$ cat config.mk
export PLATFORM = sky130hd
export DESIGN_NAME = ysyx_22040759_exec_seq
export DESIGN_NICKNAME = d
export VERILOG_FILES = /design/src/rtl/ysyx_22040759_exec_seq.sv
export SDC_FILE = /design/constraint.sdc
export NUM_CORES = 1
export LEC_CHECK = 0
export BUFFER_PORTS_ARGS = -buffer_cell sky130_fd_sc_hd__buf_4
export CORE_MARGIN = 2
export CORE_UTILIZATION = 58
export DETAILED_ROUTE_END_ITERATION = 10
export PLACE_DENSITY_LB_ADDON = 0.05
export SETUP_SLACK_MARGIN = 0.5
export SKIP_CTS_REPAIR_TIMING = 1
export SYNTH_ARGS = -nofsm -noshare
export SYNTH_HDL_FRONTEND = slang
export SYNTH_SLANG_ARGS = --single-unit
$ cat constraint.sdc
create_clock -name clk -period 7.68 [get_ports clk]
set_input_delay 1.536 -clock clk [delete_from_list [all_inputs] [get_ports clk]]
set_output_delay 1.536 -clock clk [all_outputs]
set_load 0.005 [all_outputs]
$ cat src/rtl/ysyx_22040759_exec_seq.sv
// Multi-cycle execution sequencer: steps one instruction through fetch, decode,
// execute, optional load/store and writeback, trapping on illegal ops or memory timeouts.
//
// state  | meaning
// IDLE   | waiting for start_i
// FETCH  | instruction request outstanding
// DECODE | checking decoder flags, capturing next-PC source
// EXEC   | single ALU cycle
// MEM    | load/store request outstanding
// WB     | retire: register file and PC update
// TRAP   | sticky error, left only through reset
module ysyx_22040759_exec_seq #(
    parameter int MEM_TIMEOUT = 255,
    parameter int CNT_W       = 64
) (
    input  logic             clk,
    input  logic             rst_n,
    input  logic             start_i,
    input  logic             halt_i,
    output logic             ifu_req_o,
    input  logic             ifu_rvalid_i,
    output logic             ir_we_o,
    input  logic             reg_wen_i,
    input  logic             mem_wen_i,
    input  logic             mem_ren_i,
    input  logic             pc_sel_i,
    input  logic             inst_illegal_i,
    output logic             lsu_req_o,
    output logic             lsu_we_o,
    input  logic             lsu_ack_i,
    output logic             rf_we_o,
    output logic             pc_we_o,
    output logic             pc_src_o,
    output logic             busy_o,
    output logic             trap_o,
    output logic [2:0]       state_o,
    output logic [CNT_W-1:0] inst_cnt_o
);

    localparam int TW = ($clog2(MEM_TIMEOUT + 1) > 8) ? $clog2(MEM_TIMEOUT + 1) : 8;
    // Counter holds the number of wait cycles already spent, so the last allowed one is TIMEOUT-1.
    localparam logic [TW-1:0] TMO_LAST = TW'(MEM_TIMEOUT - 1);

    typedef enum logic [2:0] {
        S_IDLE   = 3'd0,
        S_FETCH  = 3'd1,
        S_DECODE = 3'd2,
        S_EXEC   = 3'd3,
        S_MEM    = 3'd4,
        S_WB     = 3'd5,
        S_TRAP   = 3'd6,
        S_BAD    = 3'd7
    } state_e;

    state_e           state_q, state_d;
    logic [TW-1:0]    tmo_q, tmo_d;
    logic [CNT_W-1:0] cnt_q, cnt_d;
    logic             pc_src_q, pc_src_d;
    logic             tmo_hit;

    assign tmo_hit = (tmo_q == TMO_LAST);

    always_comb begin
        state_d   = state_q;
        tmo_d     = '0;
        cnt_d     = cnt_q;
        pc_src_d  = pc_src_q;
        ifu_req_o = 1'b0;
        ir_we_o   = 1'b0;
        lsu_req_o = 1'b0;
        lsu_we_o  = 1'b0;
        rf_we_o   = 1'b0;
        pc_we_o   = 1'b0;
        case (state_q)
            S_IDLE: begin
                if (start_i) state_d = S_FETCH;
            end
            S_FETCH: begin
                ifu_req_o = 1'b1;
                if (ifu_rvalid_i) begin
                    ir_we_o = 1'b1;
                    state_d = S_DECODE;
                end else if (tmo_hit) begin
                    state_d = S_TRAP;
                end else begin
                    tmo_d = tmo_q + 1'b1;
                end
            end
            S_DECODE: begin
                if (inst_illegal_i || (mem_wen_i && mem_ren_i)) begin
                    state_d = S_TRAP;
                end else begin
                    pc_src_d = pc_sel_i;
                    state_d  = S_EXEC;
                end
            end
            S_EXEC: begin
                state_d = (mem_wen_i || mem_ren_i) ? S_MEM : S_WB;
            end
            S_MEM: begin
                lsu_req_o = 1'b1;
                lsu_we_o  = mem_wen_i;
                if (lsu_ack_i) begin
                    state_d = S_WB;
                end else if (tmo_hit) begin
                    state_d = S_TRAP;
                end else begin
                    tmo_d = tmo_q + 1'b1;
                end
            end
            S_WB: begin
                pc_we_o = 1'b1;
                rf_we_o = reg_wen_i;
                cnt_d   = cnt_q + 1'b1;
                state_d = halt_i ? S_IDLE : S_FETCH;
            end
            S_TRAP: begin
                state_d = S_TRAP;
            end
            default: begin
                state_d = S_TRAP;
            end
        endcase
    end

    always_ff @(posedge clk or negedge rst_n) begin
        if (!rst_n) begin
            state_q  <= S_IDLE;
            tmo_q    <= '0;
            cnt_q    <= '0;
            pc_src_q <= 1'b0;
        end else begin
            state_q  <= state_d;
            tmo_q    <= tmo_d;
            cnt_q    <= cnt_d;
            pc_src_q <= pc_src_d;
        end
    end

    assign pc_src_o   = pc_src_q;
    assign busy_o     = (state_q != S_IDLE) && (state_q != S_TRAP);
    assign trap_o     = (state_q == S_TRAP);
    assign state_o    = state_q;
    assign inst_cnt_o = cnt_q;

endmodule

==> results.toml <==
[drt]
finalWirelength_microns = 8190
initialDrtViolationCount = 192
ant_nets = 0
dr.pass1.iters = 4
wl_per_cell_microns = 15.1
drc_errors = 0
vias_per_cell = 5.63
dr_total_vias = 3057

[logic_synthesis]
synth_mux_area_share_pct = 0.597
yosys.area_share.simple_pct = 27.8
synthCells = 373
synthesis.nets = 387
synth_compound_area_share_pct = 1.86
yosysSeqAreaShare_pct = 50.4
syn-cell-area_sq_um = 3770
yosysWarnings = 0
syn_area_per_cell_sq_um = 10.1
ys_ff_latch = 76
synth_fa_ha_area_share_pct = 0.995
synth_top_family_by_area = "simple AND/OR/NAND/NOR gates"
synth_xor_xnor_area_share_pct = 16.5
synth.distinct_cells = 38

[layout]
area_growth_pct = 24.7
multi_input_area_sq_um = 1800
finalNetCount = 476
regArea_sq_um = 1900
layout-drive-gt1-share_pct = 23.6
final-instance-count-excl-fill = 543
antenna_cells = 0
n_fill_cell = 478
final_core_util_pct = 74.5

[grt]
grt_max_degree = 77
grt_pass1_wl_microns = 13600
antenna_found_initial = 0
track_usage_pct = 23.5
grt_overflow = 0
grt_pass1_vias = 2891

[timing]
min_period_ps = 3450
finalHoldViolCount = 0
setup_tns_ps = 0
slew-limit-headroom_pct = 18.8
rsz0062_at_grt = "false"
tightestPinTransition_ps = 1210
drv_slew = 0
fin_skew_ps = 10.9
post-route-period-util_pct = 44.9
whs_ps = 475
max_freq_ghz = 0.290
setup_violations = 0

[worst_setup_path]
cpPeakStageDelay_ps = 130
path_max_fanout = 4
rrSetupSlack_ps = 4700
crit_required_ps = 6140
critPathLaunchType = "input port"
path_cells = "buf_4 > and2_1 > buf_4"
crit_top_cell = "buf_4"
end_kind = "output pin"
critPathBufInv = 2
r2r_end = "inst_cnt_o[61]$_DFFE_PN0N_"
timing.critical_path.max_delay_family = "buffers and inverters"
cp_slowest_cell = "and2_1"
r2r_start = "state_o[1]$_DFFE_PN0P_"
reg2reg_depth = 5
critPathKind = "input port to output pin"
worstPathArrival_ps = 1910

[die]
die_y_microns = 84.6
std_cell_rows = 29
dieArea_sq_um = 7160
start_util_pct = 59.7
core_region_area_sq_um = 6310
ios = 87
die_w_microns = 84.6

[hold_path]
hp-start = "inst_cnt_o[63]$_DFFE_PN0N_"
hold_class = "flip-flop to flip-flop"
holdPathEnd = "inst_cnt_o[63]$_DFFE_PN0N_"
min_delay_path_depth = 1

[place]
io_buffers = 86
dpl.cell_count = 528
hpwl_microns = 5880
routabilityCongestion = 0.827

[status]
status = "completed"

[cts]
clkLatencyLatePin_ps = 340
cts_root_buffer = "clkbuf_8"
clock-sinks = 76
clock_path_buffers = 2
cts_tree = "done"
h-tree-depth = 3
cts_buffers = 9
clkTransAtPathRegs_ps = 80

[run]
max_cap_violations = 0

[power]
p_per_area_nw_per_um2 = 164
vdd_drop_max_mv = 0.147
power_uw = 772
power.leakage_nw = 2.24
[final cells by class]
class | instances | share of cell area (%)
clock buffers | 11 | 3.01
multi-input cells | 280 | 38.4
clock inverters | 4 | 1.57
flip-flops and latches | 76 | 40.5
repair buffers | 87 | 13.9
well taps | 77 | 2.05
inverters | 8 | 0.639
[cell families after synthesis]
family / after synthesis
buf+inv: 17
xor+xnor: 70
compound gates: 12
simple gates: 193
mux: 2
fa+ha+maj: 3
flops: 76
[how the worst max path moves through the flow]
| stage | from | to | slack [ps] | cells past startpoint |
|---|---|---|---|---|
| floorplan | ifu_rvalid_i | ir_we_o | 4480 | 1 |
| global placement | mem_wen_i | lsu_we_o | 4240 | 3 |
| detailed placement | mem_wen_i | lsu_we_o | 4230 | 3 |
| CTS | mem_wen_i | lsu_we_o | 4230 | 3 |
| global route | mem_wen_i | lsu_we_o | 4220 | 3 |
| finish | mem_wen_i | lsu_we_o | 4230 | 3 |
[power by group]
group | switching [mW] | internal, mW | total, mW
Sequential | 0.00613 | 0.406 | 0.412
Combinational | 0.0136 | 0.0147 | 0.0284
Clock | 0.142 | 0.190 | 0.332
[sequential cells by signal, indices dropped and copies added (netlist names)]
signal,cells
inst_cnt_o,64
pc_src_o,1
tmo_q,8
state_o,3
[placed cells by master, fill, tap and decap left out, types with 4 or more instances in the layout]
| cell | count |
|---|---|
| clkbuf_8 | 10 |
| nor2b_1 | 4 |
| nand4_1 | 25 |
| a21oi_1 | 4 |
| or3_1 | 5 |
| nor3_1 | 9 |
| nand3_1 | 34 |
| and2_1 | 6 |
| nand2b_1 | 4 |
| xor2_1 | 34 |
| nor2_1 | 33 |
| nand2_1 | 31 |
| xnor2_1 | 35 |
| inv_1 | 8 |
| buf_4 | 87 |
| and4_1 | 6 |
| dfrtp_1 | 76 |
| nor4_1 | 14 |
| and3_1 | 8 |
[through the flow]
stage / worst slack [ps] / cell area [sq um]
after global routing: 4220 / 4700
after global placement: 4240 / 4490
final: 4230 / 4700
after CTS: 4230 / 4700
after floorplan: 4480 / 3770
after detailed placement: 4230 / 4490
[routing by layer]
| layer | global-route usage, % | part of all wire (%) |
|---|---|---|
| met4 | 8.37 | 1.7 |
| met2 | 38.3 | 50 |
| met3 | 4.23 | 4.4 |
| met1 | 31.9 | 44 |
| met5 | 0 | 0 |
[synthesized netlist by cell type]
master | count | area (sq um)
dfrtp_1 | 76 | 1900
xnor2_1 | 35 | 307
nand3_1 | 34 | 170
xor2_1 | 34 | 298
nor2_1 | 33 | 124
nand2_1 | 31 | 116
nand4_1 | 25 | 156
nor4_1 | 15 | 93.8
nor3_1 | 9 | 45.0
and3_1 | 8 | 50.1
inv_1 | 8 | 30.0
clkbuf_1 | 7 | 26.3
and2_1 | 6 | 37.5
and4_1 | 6 | 52.6
or3_1 | 5 | 31.3
a21oi_1 | 4 | 20.0
nand2b_1 | 4 | 25.0
nor2b_1 | 4 | 25.0
ha_1 | 3 | 37.5
o21ai_0 | 3 | 15.0
or4_1 | 3 | 22.5
mux2_2 | 2 | 22.5
nor3b_1 | 2 | 15.0
or4_4 | 2 | 22.5
a21o_1 | 1 | 7.51
and3_4 | 1 | 11.3
and3b_1 | 1 | 8.76
buf_1 | 1 | 3.75
buf_6 | 1 | 11.3
nand3_2 | 1 | 10.0
nand3b_1 | 1 | 7.51
nand4b_1 | 1 | 8.76
o21a_1 | 1 | 7.51
o21ai_1 | 1 | 5.00
o22a_1 | 1 | 8.76
o22ai_1 | 1 | 6.26
or4b_4 | 1 | 13.8
xnor2_2 | 1 | 16.3
(Power assumes the default switching activity.)
